**config.mk**
```make
export PLATFORM = sky130hd
export DESIGN_NAME = inv_shift_rows_serial
export DESIGN_NICKNAME = d
export VERILOG_FILES = /design/src/rtl/inv_shift_rows_serial.sv
export SDC_FILE = /design/constraint.sdc
export NUM_CORES = 1
export LEC_CHECK = 0
export ABC_AREA = 0
export CAP_MARGIN = 15
export CELL_PAD_IN_SITES_DETAIL_PLACEMENT = 1
export CELL_PAD_IN_SITES_GLOBAL_PLACEMENT = 1
export CORE_MARGIN = 1.5
export CORE_UTILIZATION = 40
export DETAILED_ROUTE_END_ITERATION = 16
export DONT_BUFFER_PORTS = 1
export GPL_ROUTABILITY_DRIVEN = 1
export GPL_TIMING_DRIVEN = 0
export PLACE_DENSITY = 0.65
export SETUP_SLACK_MARGIN = 0.15
export SYNTH_ARGS = -nofsm -noshare
export SYNTH_HDL_FRONTEND = slang
export SYNTH_SLANG_ARGS = --single-unit
```
**constraint.sdc**
```tcl
create_clock -name clk -period 8.4 [get_ports clk]
set_input_delay 2.1 -clock clk [delete_from_list [all_inputs] [get_ports clk]]
set_output_delay 2.1 -clock clk [all_outputs]
set_load 0.02 [all_outputs]
```
**src/rtl/inv_shift_rows_serial.sv**
```systemverilog
// Byte-serial AES (Inv)ShiftRows stage with two 128-bit ping-pong buffers.
// Bytes arrive column-major (stream byte k = state[127-8k -: 8]) and leave
// permuted; one buffer fills while the other drains for 1 byte/cycle.
module inv_shift_rows_serial #(
  parameter bit INVERSE = 1'b1
) (
  input  logic       clk,
  input  logic       rst_n,
  input  logic       in_valid,
  output logic       in_ready,
  input  logic [7:0] in_byte,
  output logic       out_valid,
  input  logic       out_ready,
  output logic [7:0] out_byte,
  output logic       out_last
);

  typedef enum logic [1:0] {
    BUF_EMPTY,
    BUF_FILLING,
    BUF_FULL,
    BUF_DRAINING
  } buf_state_t;

  buf_state_t   r_state     [2];
  buf_state_t   w_state_nxt [2];
  logic [127:0] r_buf       [2];
  logic         r_wr_sel;
  logic         r_rd_sel;
  logic [3:0]   r_wr_cnt;
  logic [3:0]   r_rd_cnt;

  logic [1:0]   w_full;
  logic         w_wr_fire;
  logic         w_rd_fire;
  logic         w_wr_last;
  logic         w_rd_last;
  logic [1:0]   w_src_col;
  logic [3:0]   w_src;
  logic [6:0]   w_wr_lsb;
  logic [6:0]   w_rd_lsb;

  // Per-buffer lifecycle; a buffer can never be written and read in the same
  // cycle because writes need it not-full and reads need it full.
  function automatic buf_state_t buf_next(
    input buf_state_t cur,
    input logic       wr_hit,
    input logic       rd_hit
  );
    buf_next = cur;
    if (wr_hit) buf_next = w_wr_last ? BUF_FULL  : BUF_FILLING;
    if (rd_hit) buf_next = w_rd_last ? BUF_EMPTY : BUF_DRAINING;
  endfunction

  // Handshakes, source-byte selection and buffer next-state.
  always_comb begin
    w_full[0]  = (r_state[0] == BUF_FULL) || (r_state[0] == BUF_DRAINING);
    w_full[1]  = (r_state[1] == BUF_FULL) || (r_state[1] == BUF_DRAINING);
    in_ready   = !w_full[r_wr_sel];
    out_valid  = w_full[r_rd_sel];
    out_last   = out_valid && (r_rd_cnt == 4'd15);
    w_wr_fire  = in_valid && in_ready;
    w_rd_fire  = out_valid && out_ready;
    w_wr_last  = (r_wr_cnt == 4'd15);
    w_rd_last  = (r_rd_cnt == 4'd15);
    // Row = cnt[1:0], column = cnt[3:2]; the mod-4 column shift is plain
    // 2-bit wrap-around arithmetic.
    w_src_col  = INVERSE ? (r_rd_cnt[3:2] - r_rd_cnt[1:0])
                         : (r_rd_cnt[3:2] + r_rd_cnt[1:0]);
    w_src      = {w_src_col, r_rd_cnt[1:0]};
    // Byte k sits at bit offset 8*(15-k); for 4-bit k, 15-k is ~k.
    w_rd_lsb   = {~w_src, 3'b000};
    w_wr_lsb   = {~r_wr_cnt, 3'b000};
    out_byte   = r_buf[r_rd_sel][w_rd_lsb +: 8];
    w_state_nxt[0] = buf_next(r_state[0], w_wr_fire && !r_wr_sel,
                              w_rd_fire && !r_rd_sel);
    w_state_nxt[1] = buf_next(r_state[1], w_wr_fire &&  r_wr_sel,
                              w_rd_fire &&  r_rd_sel);
  end

  // Buffer state registers.
  always_ff @(posedge clk) begin
    if (!rst_n) begin
      r_state[0] <= BUF_EMPTY;
      r_state[1] <= BUF_EMPTY;
    end else begin
      r_state[0] <= w_state_nxt[0];
      r_state[1] <= w_state_nxt[1];
    end
  end

  // Buffer storage, byte counters and ping-pong selects.
  always_ff @(posedge clk) begin
    if (!rst_n) begin
      r_buf[0] <= '0;
      r_buf[1] <= '0;
      r_wr_sel <= 1'b0;
      r_rd_sel <= 1'b0;
      r_wr_cnt <= '0;
      r_rd_cnt <= '0;
    end else begin
      if (w_wr_fire) begin
        r_buf[r_wr_sel][w_wr_lsb +: 8] <= in_byte;
        r_wr_cnt <= r_wr_cnt + 4'd1;
        if (w_wr_last) r_wr_sel <= ~r_wr_sel;
      end
      if (w_rd_fire) begin
        r_rd_cnt <= r_rd_cnt + 4'd1;
        if (w_rd_last) r_rd_sel <= ~r_rd_sel;
      end
    end
  end

endmodule

```
== After elaboration in Yosys (flattened, before gate mapping) ==
Memories as Yosys holds them, arrays and structs flattened. A register that Yosys moved wholly into a read port is not among the register bits.
Cells that the tools add are included.

* Equality and inequality tests: 6
* Multiplexer cells: 22
* Bitwise operators: 6
* Divide/modulo/power cells: 0
* Reduce and logical (&&, ||, !) cells: 15
* $add $sub $neg: 4
* Multipliers: 0
* Shift-type cells: 3
* Order comparisons: 2

{| class="wikitable"
|+ Operators with widths
! kind !! count
|-
| 2-to-1 mux 128 bit || 3
|-
| OR reduction 128 bit || 1
|-
| variable shift 8 x 9 -> 128 bit, first input constant || 1
|-
| indexed part select 128 x 8 -> 8 bit || 1
|-
| indexed part select 8 x 9 -> 128 bit || 1
|-
| 2-to-1 mux 2 bit || 8
|-
| 2-to-1 mux 1 bit || 11
|-
| negation 7 -> 9 bit || 1
|-
| adder 4 x 1 -> 4 bit, second input constant || 2
|-
| equality test 2 bit, second input constant || 4
|-
| equality test 4 bit, second input constant || 2
|-
| inverter 4 bit || 2
|-
| logical AND 1 bit || 7
|-
| less-than comparator 1 x 2 -> 1 bit, second input constant || 2
|-
| AND reduction 2 bit || 2
|-
| zero test 1 bit || 3
|-
| logical OR 1 bit || 2
|-
| inverter 1 bit || 2
|-
| bitwise OR 1 bit || 2
|-
| subtractor 2 bit || 1
|}

* Bits in writable memories: 260
* Input bits: 12
* Memories: 2
* Bits in read-only memories: 0
* Output and inout port bits: 11
* Register bits after elaboration: 10
* Logic and storage cells: 64
* Latch bits: 0

{| class="wikitable"
|+ Memories
! name !! words !! width !! rd ports !! clocked after Yosys merged registers in !! wr ports !! line !! RTL
|-
| r_buf || 2 || 128 || 1 || 1 || 2 || 27 || <nowiki>logic [127:0] r_buf [2];</nowiki>
|-
| r_state || 2 || 2 || 2 || 0 || 2 || 25 || <nowiki>buf_state_t r_state [2];</nowiki>
|}

== Depth between registers and ports, before layout ==
An unclocked memory read counts as a cell.

* Depth in word-level cells: 12
* Mapped depth: 7
* Depth with buffers taken out: 6

== Least setup slack after synthesis ==
No wires, ideal clock.

* Path kind: reg-to-output
* Start: register r_rd_cnt[2]
* End: output out_byte[5]
* Data arrival time: 2.279 ns
* Required time: 6.300 ns
* Path buffers: 1
* Path slack: 4.021 ns
* Stages on the path, launching flop included: 8
* Cell sequence: dfxtp_1 -> inv_1 -> ha_1 -> xnor2_4 -> buf_2 -> nand3_1 -> o2111a_1 -> a2111oi_1

* Cells in the longest elaborated chain, start to end: 3

{| class="wikitable"
|+ Ends and longest elaborated chain
! element !! line !! RTL
|-
| start, declared || 31 || <nowiki>logic [3:0] r_rd_cnt;</nowiki>
|-
| start signal, assigned || 108 || <nowiki>r_rd_cnt <= r_rd_cnt + 4'd1;</nowiki>
|-
| subtractor 2 bit || 68 || <nowiki>w_src_col = INVERSE ? (r_rd_cnt[3:2] - r_rd_cnt[1:0])</nowiki>
|-
| inverter 4 bit || 72 || <nowiki>w_rd_lsb = {~w_src, 3'b000};</nowiki>
|-
| indexed part select 128 x 8 -> 8 bit || 74 || <nowiki>out_byte = r_buf[r_rd_sel][w_rd_lsb +: 8];</nowiki>
|-
| end, declared || 14 || <nowiki>output logic [7:0] out_byte,</nowiki>
|}

Every way passes these cells.

== Worst setup path after layout ==
* Start: register r_rd_cnt[0]
* End: output out_byte[2]

* Cells in the longest elaborated chain, start to end: 3

{| class="wikitable"
|+ Ends and longest elaborated chain
! element !! line
|-
| subtractor 2 bit || 68
|-
| inverter 4 bit * || 72
|-
| indexed part select 128 x 8 -> 8 bit * || 74
|}

Every way passes the cells marked *; elsewhere a longest branch is shown, timed or not.

==> results.cfg <==
[power]
power_uw = 2990
leakage_uw = 0.00464
ir_drop_mv = 0.167
p_per_area_mw_per_mm2 = 208

[placed_design]
placed_area_mm2 = 0.0134
dp_hpwl_um = 29600
dp_cells = 1335
routabilityCongestion = 0.914
portBuffers = 0

[synth]
ys_async_sr_fraction_pct = 0
syn_inst = 925
synth_fp_nets = 943
synth_flop_cell = edfxtp_1
yosysSeqAreaShare_pct = 62.0
synth_warnings = 0
synth-edff-count = 256
ys_types = 53
syn-mean-instance-area_um2 = 13.9
synth_area_mm2 = 0.0128
synth-seq-cells = 269

[sta]
rsz0062_at_grt = false
hold_slack_ns = 0.585
fin_crit_ns = 5.60
finalClockSkew_ns = 0.0136
max_freq_mhz = 179
setup_tns_ns = 0
finalHoldViolations = 0
slew_headroom_pct = 27.9
tightest_slew_ns = 1.07
min_period_over_period_pct = 66.6
setup_viol = 0
drv_slew = 0

[clocking]
post_cts_buffers = 0
hold_buffers = 0
clock_path_buffers = 3
clk_pin_slew_ns = 0.06
post_cts_resized = 0
clk-insertion-delay-late_ns = 0.56
cts_tree = done
htree_levels = 1
cts_buffers = 28
clock-sinks = 269
root_buffer = clkbuf_16

[global_route]
overflow = 0
antenna_found_initial = 0
grt_pass1_vias = 8560
grt_pass1_wl_um = 60100
grt_max_degree = 15
grt.total_usage_pct = 25.5
met3_usage_pct = 4.51
grt.busiest_layer = met2
grt_use_met2_pct = 41.5
grtUsageMet1_pct = 34.9

[routing]
first_iter_violations = 1051
ant_nets = 0
wl_per_cell_um = 29.7
first_pass_iters = 5
wl_um = 41300
via_per_inst = 6.11
vias = 8485
drcViolationCount = 0

[setup_path]
cpPeakStageDelay_ns = 0.85
worstRegToRegCells = 6
crit_type = flip-flop to primary output
r2r_slack_ns = 4.99
rr_startpoint = r_wr_sel
timing.critical_path.buf_inv = 2
reg2reg_to = r_buf[0][22]
worstPathRequired_ns = 6.30
cpLargestDelayFamily = buffers and inverters
worstSetupEndpointType = primary output
crit_path_cell_trace = buf_1 -> buf_2 -> mux4_2 -> mux2i_1 -> a211oi_1
worstPathMaxFanout = 10
worst_ep_arrival_time_ns = 3.50
cp_slowest_cell = a211oi_1
start_kind = flip-flop

[final_layout]
stdcell_count = 1388
fill_cells = 3209
drive_gt1_share_pct = 16.2
n_antenna_cell = 0
final_area_mm2 = 0.0143
final_cell_mix = 256 x edfxtp_1, 159 x nor2_1, 74 x and2_1, 53 x nand2_1
fin_nets = 982
area_delta_synth_final_pct = 11.9
final_common_cell = edfxtp_1

[floorplan]
die_h_um = 182
row_count = 65
io_pins = 23
die_x_um = 182
die_area_mm2 = 0.0331
start_util_pct = 40.6
fp.coreArea_mm2 = 0.0316

[hold_path]
hold_start = r_rd_sel
hold_class = flip-flop to flip-flop
worstHoldPathCells = 2

[run]
maxCapViolCount = 0

[status]
status = completed
## layout make-up
| class | count | area [µm²] | share of cell area, % |
|---|---|---|---|
| multi-input cells | 584 | 4530 | 31.6 |
| inverters | 7 | 26.3 | 0.183 |
| clock buffers | 32 | 737 | 5.14 |
| repair buffers | 9 | 57.6 | 0.401 |
| plain buffers | 65 | 337 | 2.35 |
| clock inverters | 20 | 201 | 1.41 |
| flip-flops and latches | 269 | 7950 | 55.4 |
| well taps | 402 | 503 | 3.51 |
## kinds of logic (layout without fill, tap and decap cells)
kind of cell / after synthesis / count (layout) / synth area share, %
multiplexers: 85 / 85 / 13.4
AND/OR/NAND/NOR: 431 / 431 / 17.0
flip-flops: 269 / 269 / 62.0
XOR/XNOR: 9 / 9 / 0.938
adder cells (fa/ha/maj): 6 / 6 / 0.586
buffers and inverters: 72 / 133 / 2.83
AO/OA/AOI/OAI: 53 / 53 / 3.20
## metrics by stage
step / utilization (%) / setup slack, ns
floorplan: - / 4.02
global placement: 42.2 / 3.08
detailed placement: 42.4 / 3.32
CTS: 45.4 / 2.85
global route: 45.4 / 2.72
finish: 45.4 / 2.80
## registers in the layout, indices dropped and copies added, names as in the netlist, named ones only
register and flops:
r_rd_cnt 4, r_state 2, r_buf 256, r_wr_cnt 4, r_wr_sel 1, r_rd_sel 1
## cells in the mapped netlist (all sizes together), types with 13 or more instances
library cell | number | area (µm²)
and2 | 75 | 469
buf | 31 | 208
clkbuf | 34 | 129
dfxtp | 13 | 260
edfxtp | 256 | 7690
mux2i | 14 | 140
mux4 | 64 | 1500
nand2 | 53 | 199
nand3 | 44 | 250
nand4 | 15 | 93.8
nor2 | 159 | 597
nor4 | 50 | 343
## worst max path at each step
stage                      startpoint            to  slack (ns)  cells after the start
final                     r_rd_cnt[0]   out_byte[2]        2.80                      5
after global routing      r_rd_cnt[2]   out_byte[6]        2.72                      7
after CTS                 r_rd_cnt[0]   out_byte[2]        2.85                      5
after detailed placement        rst_n  r_buf[0][22]        3.32                      7
after global placement    r_rd_cnt[2]   out_byte[3]        3.08                      7
after floorplan           r_rd_cnt[2]   out_byte[5]        4.02                      7
## layer usage
metal / routed length [µm] / part of all wire [%] / vias to the layer above
met4: 1320 / 3.2 / 0
met1: 17000 / 41 / 4409
met2: 19800 / 48 / 372
li1: - / - / 3627
met5: 0 / 0 / -
met3: 3150 / 7.6 / 77
## worst register-to-register path: cells and delay by family (launching register included)
kind | cells | cell delay, ns
buffers and inverters | 3 | 1.04
muxes | 1 | 0.23
and+or+nand+nor | 1 | 0.47
AOI/OAI and AO/OA | 1 | 0.98
DFF | 1 | 0.41
## report_power, final
group          switching (µW)  leakage, µW  internal, µW
combinational             126      0.00145          40.9
clock                     540     0.000459           750
sequential               18.5      0.00274          1510
total                     685      0.00464          2300
(Power assumes the default switching activity.)
